File: src/rtl/fsm_q3c_multi.sv
// fsm_q3c_multi: N independent copies of the five-state q3c Moore FSM.
// Each channel has its own registered state, advance enable, synchronous
// load, saturating count of z-active cycles and a sticky illegal-state flag.
// The current state of every channel is visible on y for observation.
module fsm_q3c_multi #(
    parameter int N     = 2,
    parameter int CNT_W = 4
) (
    input  logic               clk,
    input  logic               aresetn,
    input  logic [N-1:0]       en,
    input  logic               clr,
    input  logic [N-1:0]       ld,
    input  logic [3*N-1:0]     ld_state,
    input  logic [N-1:0]       x,
    output logic [3*N-1:0]     y,
    output logic [N-1:0]       Y0,
    output logic [N-1:0]       z,
    output logic [CNT_W*N-1:0] zcnt,
    output logic               any_z,
    output logic [N-1:0]       illegal
);

    typedef enum logic [2:0] {
        S_000 = 3'b000,
        S_001 = 3'b001,
        S_010 = 3'b010,
        S_011 = 3'b011,
        S_100 = 3'b100,
        S_101 = 3'b101,
        S_110 = 3'b110,
        S_111 = 3'b111
    } state_t;

    localparam logic [CNT_W-1:0] CNT_MAX = '1;

    for (genvar i = 0; i < N; i++) begin : g_ch
        state_t           cur_q;
        state_t           f_nxt;
        state_t           nxt;
        logic [CNT_W-1:0] cnt_q;
        logic [CNT_W-1:0] cnt_nxt;
        logic             ill_q;
        logic             ill_nxt;
        logic             z_c;
        logic             is_ill;

        // Next-state table f(y,x) and Moore output; the three unused codes fall back to 000.
        always_comb begin
            f_nxt  = S_000;
            z_c    = 1'b0;
            is_ill = 1'b0;
            case (cur_q)
                S_000: f_nxt = x[i] ? S_001 : S_000;
                S_001: f_nxt = x[i] ? S_100 : S_001;
                S_010: f_nxt = x[i] ? S_001 : S_010;
                S_011: begin
                    f_nxt = x[i] ? S_010 : S_001;
                    z_c   = 1'b1;
                end
                S_100: begin
                    f_nxt = x[i] ? S_100 : S_011;
                    z_c   = 1'b1;
                end
                default: begin
                    f_nxt  = S_000;
                    is_ill = 1'b1;
                end
            endcase
        end

        // Channel update with priority clr > ld > en > hold; the illegal flag
        // latches whenever an illegal code is observed, whatever ld/en do.
        always_comb begin
            nxt     = cur_q;
            cnt_nxt = cnt_q;
            ill_nxt = ill_q | is_ill;
            if (clr) begin
                nxt     = S_000;
                cnt_nxt = '0;
                ill_nxt = 1'b0;
            end else if (ld[i]) begin
                nxt = state_t'(ld_state[3*i +: 3]);
            end else if (en[i]) begin
                nxt = f_nxt;
                if (z_c && (cnt_q != CNT_MAX)) begin
                    cnt_nxt = cnt_q + CNT_W'(1);
                end
            end
        end

        // Channel registers, cleared asynchronously.
        always_ff @(posedge clk or negedge aresetn) begin
            if (!aresetn) begin
                cur_q <= S_000;
                cnt_q <= '0;
                ill_q <= 1'b0;
            end else begin
                cur_q <= nxt;
                cnt_q <= cnt_nxt;
                ill_q <= ill_nxt;
            end
        end

        assign y[3*i +: 3]         = cur_q;
        assign Y0[i]               = f_nxt[0];
        assign z[i]                = z_c;
        assign zcnt[CNT_W*i +: CNT_W] = cnt_q;
        assign illegal[i]          = ill_q;
    end

    assign any_z = |z;

endmodule
File: config.mk
export PLATFORM = sky130hd
export DESIGN_NAME = fsm_q3c_multi
export DESIGN_NICKNAME = d
export VERILOG_FILES = /design/src/rtl/fsm_q3c_multi.sv
export SDC_FILE = /design/constraint.sdc
export NUM_CORES = 1
export LEC_CHECK = 0
export CORE_ASPECT_RATIO = 1.4
export CORE_MARGIN = 2
export CORE_UTILIZATION = 47
export CTS_CLUSTER_DIAMETER = 40
export CTS_CLUSTER_SIZE = 14
export DETAILED_ROUTE_END_ITERATION = 16
export GPL_TIMING_DRIVEN = 1
export PLACE_DENSITY_LB_ADDON = 0.12
export RECOVER_POWER = 100
export SYNTH_ARGS = -nofsm -noshare
export SYNTH_HDL_FRONTEND = slang
export SYNTH_SLANG_ARGS = --single-unit
File: constraint.sdc
create_clock -name clk -period 4.25 [get_ports clk]
set_input_delay 0.6375 -clock clk [delete_from_list [all_inputs] [get_ports clk]]
set_output_delay 0.6375 -clock clk [all_outputs]
set_load 0.01 [all_outputs]
==> results of run 1 <==
routing by layer:
metal	global-route usage, %	part of all wire (%)	vias to the layer above
li1	-	-	448
met1	24.22	44	429
met2	35.28	51	26
met3	1.840	3.8	4
met4	8.225	1.2	0
met5	0	0	-
cells in the mapped netlist, types with 3 or more instances:
master	n	share of area, %
sky130_fd_sc_hd__a21o_1	3	2.2
sky130_fd_sc_hd__o21ai_0	7	3.5
sky130_fd_sc_hd__nor2b_1	3	1.9
sky130_fd_sc_hd__nand2_1	3	1.1
sky130_fd_sc_hd__buf_4	4	3.0
sky130_fd_sc_hd__nand3_1	4	2.0
sky130_fd_sc_hd__nor2_1	10	3.8
sky130_fd_sc_hd__xor2_1	5	4.4
sky130_fd_sc_hd__inv_1	7	2.6
sky130_fd_sc_hd__a21oi_1	10	5.0
sky130_fd_sc_hd__or2_2	3	1.9
sky130_fd_sc_hd__dfrtp_1	16	40
sky130_fd_sc_hd__a221oi_1	4	3.5
layout make-up:
type                            count  area share, %
Multi-Input combinational cell     77          38.33
Sequential cell                    16          29.41
Timing Repair Buffer               35          25.74
Clock buffer                        4          2.665
Inverter                            7          1.930
Tap cell                           21          1.930
registers in the layout, summed over array words and instances, names as in the netlist:
signal	count
g_ch.cnt_q	8
g_ch.cur_q	6
g_ch.ill_q	2
logic make-up after synthesis:
logic type	Yosys count	synth area share [%]
AND/OR/NAND/NOR	37	23.00
AO/OA/AOI/OAI	31	21.25
flip-flops	16	40.00
buffers and inverters	14	6.875
XOR/XNOR	5	4.375
multiplexers	2	2.000
adder cells (fa/ha/maj)	2	2.500
tightest hold or removal path, cell delays in order, from the launching register on:
cell,delay [ps]
sky130_fd_sc_hd__dfrtp_1,380
sky130_fd_sc_hd__inv_1,50
sky130_fd_sc_hd__a21oi_1,50
worst max path at each step:
| stage | endpoint | slack [ps] |
|---|---|---|
| finish | Y0[0] | 1260 |
| global route | Y0[0] | 1200 |
| CTS | Y0[0] | 1430 |
| detailed placement | Y0[0] | 1440 |
| global placement | Y0[0] | 1500 |
| floorplan | any_z | 2260 |
power by group:
group / internal (mW) / switching, mW
combinational: 0.0433 / 0.0352
sequential: 0.158 / 0.0107
clock: 0.0520 / 0.0470
per-stage QoR:
step | area (µm²) | setup WS, ps | instances
3_5_place_dp | 1335 | 1436 | 156
2_1_floorplan | 1001 | 2256 | 107
5_1_grt | 1361 | 1203 | 160
6_report | 1361 | 1264 | 160
4_1_cts | 1371 | 1435 | 160
3_3_place_gp | 1335 | 1495 | 156
==> impl_summary.log, run 1 <==
[metrics] final-stage net count: 157
[metrics] area added between synthesis and finish: 36.00%
[metrics] number of warning messages in the yosys log: 0
[metrics] number of logic stages on the critical path including buffering: 4
[metrics] data arrival time of the critical path: 2350 ps
[metrics] Critical Path Most Common Cell: sky130_fd_sc_hd__dlygate4sd3_1
[metrics] worst hold path type: register to register
[metrics] area used by sequential logic in the layout: 400.4 µm²
[metrics] Layout Skew: 4.463 ps
[metrics] net count of the mapped netlist: 124
[metrics] fill cell total of the finished layout: 179
[metrics] number of clock sinks: 16
[metrics] total standard cell area after synthesis: 1001 µm²
[metrics] crit path cell chain: dlygate4sd3_1 -> nor4b_1 -> a21o_1 -> dlygate4sd3_1
[metrics] Reg-to-Reg Start: g_ch[1].cur_q[2]
[metrics] Primary FF master, synth: sky130_fd_sc_hd__dfrtp_1
[metrics] number of global-route vias before repair: 937
[metrics] worst hold path stage count: 2
[metrics] Final Critical Period: 2986 ps
[metrics] delay contributed by the slowest stage of the critical path: 600 ps
[metrics] vertical die dimension: 58.61 µm
[metrics] CP required: 3610 ps
[metrics] post-synth cell types: 34
[metrics] power after layout: 346.1 µW
[metrics] area of the placeable core: 1997 µm²
[metrics] maximum buffer depth of the clock tree: 2
[metrics] largest net degree at the start of global routing: 17
[metrics] Avg Vias per Cell: 5.669
[metrics] antenna violations before repair: 0
[metrics] Worst slew margin: 50.37%
[metrics] fraction of layout instances using a drive strength above 1: 9.353%
[metrics] leakage power of the design: 0.6516 nW
[metrics] reg-to-reg endpoint: g_ch[1].cnt_q[3]
[metrics] maximum clock frequency: 334.9 MHz
[metrics] starting density of the core: 50.13%
[metrics] async set-or-reset flop fraction in the synthesized netlist: 100.0%
[metrics] area of the die: 2520 µm²
[metrics] clock latency reported for the late side of the worst-skew pair: 280 ps
[metrics] transition time at the pin with the least slew margin: 742.0 ps
[metrics] worst setup path category: input port to output pin
[metrics] count of H-tree levels built during CTS: 1
[metrics] outcome: finished, final reports clean
[metrics] root buf cell: sky130_fd_sc_hd__clkbuf_4
[metrics] RSZ-0062 raised after global routing: false
[metrics] clock tree from TritonCTS: yes
[metrics] max-cap violation count: 0
[metrics] setup violation total in the final timing report: 0
[metrics] Top Ports: 36
[metrics] DRC violation count after routing: 0
[metrics] highest-count cells in the layout ignoring fill and taps: sky130_fd_sc_hd__dlygate4sd3_1 (27), sky130_fd_sc_hd__dfrtp_1 (16), sky130_fd_sc_hd__a21oi_1 (10), sky130_fd_sc_hd__nor2_1 (10), sky130_fd_sc_hd__clkdlybuf4s50_1 (8)
[metrics] clock-pin slew on the worst setup and hold paths: 100 ps
[metrics] beginning of the worst hold path: g_ch[0].ill_q
[metrics] per-instance average area after synthesis: 9.355 µm²
[metrics] final worst path period share: 70.27%
[metrics] DPL Wire Length: 1.651 mm
[metrics] number of nets with antenna violations after detailed routing: 0
[metrics] worst setup path start: x[0]
[metrics] final global-route overflow total: 0
[metrics] Pwr per Cell Area: 254.2 nW/µm²
[metrics] worst-case hold path end point: g_ch[0].ill_q
[metrics] post-DR wirelength/cell: 13.90 µm
[metrics] last weighted congestion value of the routability-driven placer: 0.8890
[metrics] max-slew violation total from the final report: 0
[metrics] standard-cell rows: 19
[metrics] total length of routed wires: 2.224 mm
[metrics] first-pass GRT wire length: 3.864 mm
[metrics] Overall Global Routing Usage: 19.80%
[metrics] share of the core filled with cells in the final layout: 68.17%
[metrics] number of hold buffers added after cts: 0
[metrics] critical path endpoint category: output pin
[metrics] Gate Count Post-Synth: 107
[metrics] R2R setup slack: 2620 ps
[metrics] sequential area share after synthesis: 40.00%
[metrics] commonest non-fill, non-tap cell in the layout: sky130_fd_sc_hd__dlygate4sd3_1
[metrics] maximum fanout count along the critical path: 4
[metrics] Buffers & Inverters on Critical Path: 2
[metrics] synthesis-stage register bit count: 16
[metrics] Post-Route Hold Slack: 510.8 ps
[metrics] multi-input gate area in the final layout: 521.8 µm²
[metrics] first-iteration detailed-routing DRC count: 15
[metrics] Diodes inserted: 0
[metrics] buffers inserted by post-CTS timing repair: 0
[metrics] cell with the biggest individual delay on the critical path: sky130_fd_sc_hd__dlygate4sd3_1
[metrics] I/O Buffers: 35
[metrics] routed via count: 907
[metrics] post-route setup TNS: 0 ps
[metrics] number of instances resized during post-cts repair: 0
[metrics] CP delay by family, top: buffers and inverters
[metrics] DRT Pass-1 Iters: 4
[metrics] CP startpoint kind: input port
[metrics] peak supply drop: 192.0 µV
[metrics] number of CTS-inserted buffers: 3
[metrics] horizontal die dimension: 43 µm
[metrics] count of final hold-check violations: 0
[metrics] Reg2Reg Depth: 4
[metrics] number of synthesized flops with an enable pin: 0
Power figures use the tool's default switching activity.
==> inputs of run 2 (changes only) <==
--- a/config.mk
+++ b/config.mk
@@ -7,7 +7,7 @@
 export LEC_CHECK = 0
 export CORE_ASPECT_RATIO = 1.4
 export CORE_MARGIN = 2
-export CORE_UTILIZATION = 47
+export CORE_UTILIZATION = 44
 export CTS_CLUSTER_DIAMETER = 40
 export CTS_CLUSTER_SIZE = 14
 export DETAILED_ROUTE_END_ITERATION = 16
==> constraint.sdc (replaced) <==
create_clock -name clk -period 2.8 [get_ports clk]
set_input_delay 0.42 -clock clk [delete_from_list [all_inputs] [get_ports clk]]
set_output_delay 0.42 -clock clk [all_outputs]
set_load 0.01 [all_outputs]
==> run 2 against run 1 <==
Compared with the run above:
- sequential power up 51%
- global-route usage down 3.3 points
- total power up 40%
- critical path depth unchanged
- combinational power up 49%
- design area down 1.9%
- worst setup slack worse by 1100 ps
- non-clock buffer count unchanged
- wire length down 9.2%
- die area up 6.3%
- register-to-register slack worse by 1600 ps
- clock-buffer cell count down 1
- critical path type is now register to output pin
- largest power group unchanged
==> impl_summary.log, run 2 (synthesis results as in run 1) <==
[metrics] Diodes inserted: 0 (unchanged)
[metrics] last weighted congestion value of the routability-driven placer: 0.8241 (-7.3%)
[metrics] registers with the highest flip-flop counts: g_ch.cnt_q: 8 flops, g_ch.cur_q: 6 flops, g_ch.ill_q: 2 flops
[metrics] maximum buffer depth of the clock tree: 2 (unchanged)
[metrics] CP delay by family, top: simple AND/OR/NAND/NOR gates
[metrics] final global-route overflow total: 0 (unchanged)
[metrics] crit path cell chain: and3b_1 -> or2_2 -> or2_2 -> dlygate4sd3_1
[metrics] DPL Wire Length: 1.581 mm (-4.2%)
[metrics] buffers inserted by post-CTS timing repair: 0 (unchanged)
[metrics] Reg2Reg Depth: 4 (unchanged)
[metrics] Layout Skew: 2.624 ps (-1.839 ps)
[metrics] worst-case hold path end point: g_ch[1].ill_q
[metrics] fill cell total of the finished layout: 196 (+9.5%)
[metrics] peak supply drop: 283.4 µV (+48%)
[metrics] standard-cell rows: 20 (+1)
[metrics] first-pass GRT wire length: 3.312 mm (-14%)
[metrics] Buffers & Inverters on Critical Path: 1 (-1)
[metrics] Final Critical Period: 2611 ps
[metrics] R2R setup slack: 1010 ps (-1610 ps)
[metrics] vertical die dimension: 60.44 µm (+3.1%)
[metrics] count of H-tree levels built during CTS: 1 (unchanged)
[metrics] worst hold path stage count: 2 (unchanged)
[metrics] delay contributed by the slowest stage of the critical path: 600 ps (about the same)
[metrics] root buf cell: sky130_fd_sc_hd__clkbuf_4
[metrics] clock latency reported for the late side of the worst-skew pair: 280 ps (about the same)
[metrics] clock tree from TritonCTS: yes
[metrics] Top Ports: 36 (unchanged)
[metrics] data arrival time of the critical path: 2190 ps (-160 ps)
[metrics] cell with the biggest individual delay on the critical path: sky130_fd_sc_hd__dlygate4sd3_1
[metrics] beginning of the worst hold path: g_ch[1].ill_q
[metrics] highest-count cells in the layout ignoring fill and taps: sky130_fd_sc_hd__dlygate4sd3_1 (24), sky130_fd_sc_hd__dfrtp_1 (16), sky130_fd_sc_hd__clkdlybuf4s50_1 (11)
[metrics] clock-pin slew on the worst setup and hold paths: 80 ps (-20 ps)
[metrics] maximum clock frequency: 383.0 MHz
[metrics] fraction of layout instances using a drive strength above 1: 6.522% (-2.8 points)
[metrics] Avg Vias per Cell: 5.606 (-1.1%)
[metrics] post-route setup TNS: 0 ps (unchanged)
[metrics] Worst slew margin: 54.49% (+4.1 points)
[metrics] antenna violations before repair: 0 (unchanged)
[metrics] flip-flop count of the largest register after layout: 8 (unchanged)
[metrics] reg-to-reg endpoint: g_ch[1].cnt_q[3]
[metrics] number of nets with antenna violations after detailed routing: 0 (unchanged)
[metrics] Reg-to-Reg Start: g_ch[1].cur_q[2]
[metrics] CP required: 2380 ps (-1230 ps)
[metrics] count of final hold-check violations: 0 (unchanged)
[metrics] number of global-route vias before repair: 838 (-11%)
[metrics] commonest non-fill, non-tap cell in the layout: sky130_fd_sc_hd__dlygate4sd3_1
[metrics] area of the placeable core: 2152 µm² (+7.8%)
[metrics] setup violation total in the final timing report: 0 (unchanged)
[metrics] transition time at the pin with the least slew margin: 680.4 ps (-61.55 ps)
[metrics] outcome: finished, final reports clean
[metrics] largest net degree at the start of global routing: 17 (unchanged)
[metrics] number of instances resized during post-cts repair: 0 (unchanged)
[metrics] Post-Route Hold Slack: 523.3 ps (+12.51 ps)
[metrics] maximum fanout count along the critical path: 9 (+5)
[metrics] routed via count: 897 (-1.1%)
[metrics] starting density of the core: 46.51% (-3.6 points)
[metrics] RSZ-0062 raised after global routing: false
[metrics] Critical Path Most Common Cell: sky130_fd_sc_hd__or2_2
[metrics] area of the die: 2678 µm² (+6.3%)
[metrics] worst hold path type: register to register
[metrics] max-cap violation count: 0 (unchanged)
[metrics] max-slew violation total from the final report: 0 (unchanged)
[metrics] post-DR wirelength/cell: 12.63 µm (-9.2%)
[metrics] final-stage net count: 157 (unchanged)
[metrics] total length of routed wires: 2.020 mm (-9.2%)
[metrics] worst setup path category: register to output pin
[metrics] Overall Global Routing Usage: 16.49% (-3.3 points)
[metrics] DRT Pass-1 Iters: 4 (unchanged)
[metrics] leakage power of the design: 0.6395 nW (-1.9%)
[metrics] I/O Buffers: 35 (unchanged)
[metrics] critical path endpoint category: output pin
[metrics] CP startpoint kind: register
[metrics] area added between synthesis and finish: 33.37%
[metrics] horizontal die dimension: 44.31 µm (+3.0%)
[metrics] Pwr per Cell Area: 363.1 nW/µm² (+43%)
[metrics] number of hold buffers added after cts: 0 (unchanged)
[metrics] first-iteration detailed-routing DRC count: 21 (+6)
[metrics] final worst path period share: 93.26%
[metrics] number of CTS-inserted buffers: 3 (unchanged)
[metrics] number of clock sinks: 16 (unchanged)
[metrics] Top reg by flops: g_ch.cnt_q
[metrics] DRC violation count after routing: 0 (unchanged)
run 2: worst max path at each step:
stage                startpoint    end  slack, ps  cells past startpoint
2_1_floorplan  g_ch[0].cur_q[0]  any_z       1020                      4
3_3_place_gp               x[0]  Y0[0]        490                      4
3_5_place_dp               x[0]  Y0[0]        400                      4
4_1_cts        g_ch[0].cur_q[0]  any_z        280                      4
5_1_grt        g_ch[0].cur_q[0]  any_z        120                      4
6_report       g_ch[0].cur_q[0]  any_z        190                      4
run 2: power breakdown:
group	internal, mW	switching (mW)
combinational	0.0655	0.0514
sequential	0.240	0.0150
clock	0.0499	0.0632
total	0.355	0.130
run 2: metrics by stage:
stage	instances	cell area (µm²)	utilization (%)	setup slack, ps	power (mW)
floorplan	107	1001	-	1024	0.3218
global placement	157	1336	62.09	494.6	0.3857
detailed placement	157	1336	62.09	399.9	0.3882
CTS	160	1359	63.14	277.5	0.5026
global route	160	1335	62.03	119.2	0.5161
finish	160	1335	62.03	188.8	0.4847
run 2: tightest hold or removal path: stages (launching register included):
cell,delay [ps]
sky130_fd_sc_hd__dfrtp_1,380
sky130_fd_sc_hd__inv_1,50
sky130_fd_sc_hd__a21oi_1,50
run 2: metal layers:
| layer | global-route usage (%) | wire [µm] | up-vias |
|---|---|---|---|
| met5 | 0 | 0 | - |
| met4 | 7.792 | 25 | 0 |
| met3 | 2.083 | 109 | 4 |
| met2 | 30.88 | 1072 | 28 |
| met1 | 18.05 | 812 | 422 |
| li1 | - | - | 443 |
run 2: area by class of cell:
class,instances,area (µm²),area share (%)
inverters,7,26.28,1.968
repair buffers,35,350.3,26.24
clock buffers,3,22.52,1.687
flip-flops and latches,16,400.4,29.99
multi-input cells,77,508.0,38.05
well taps,22,27.53,2.062
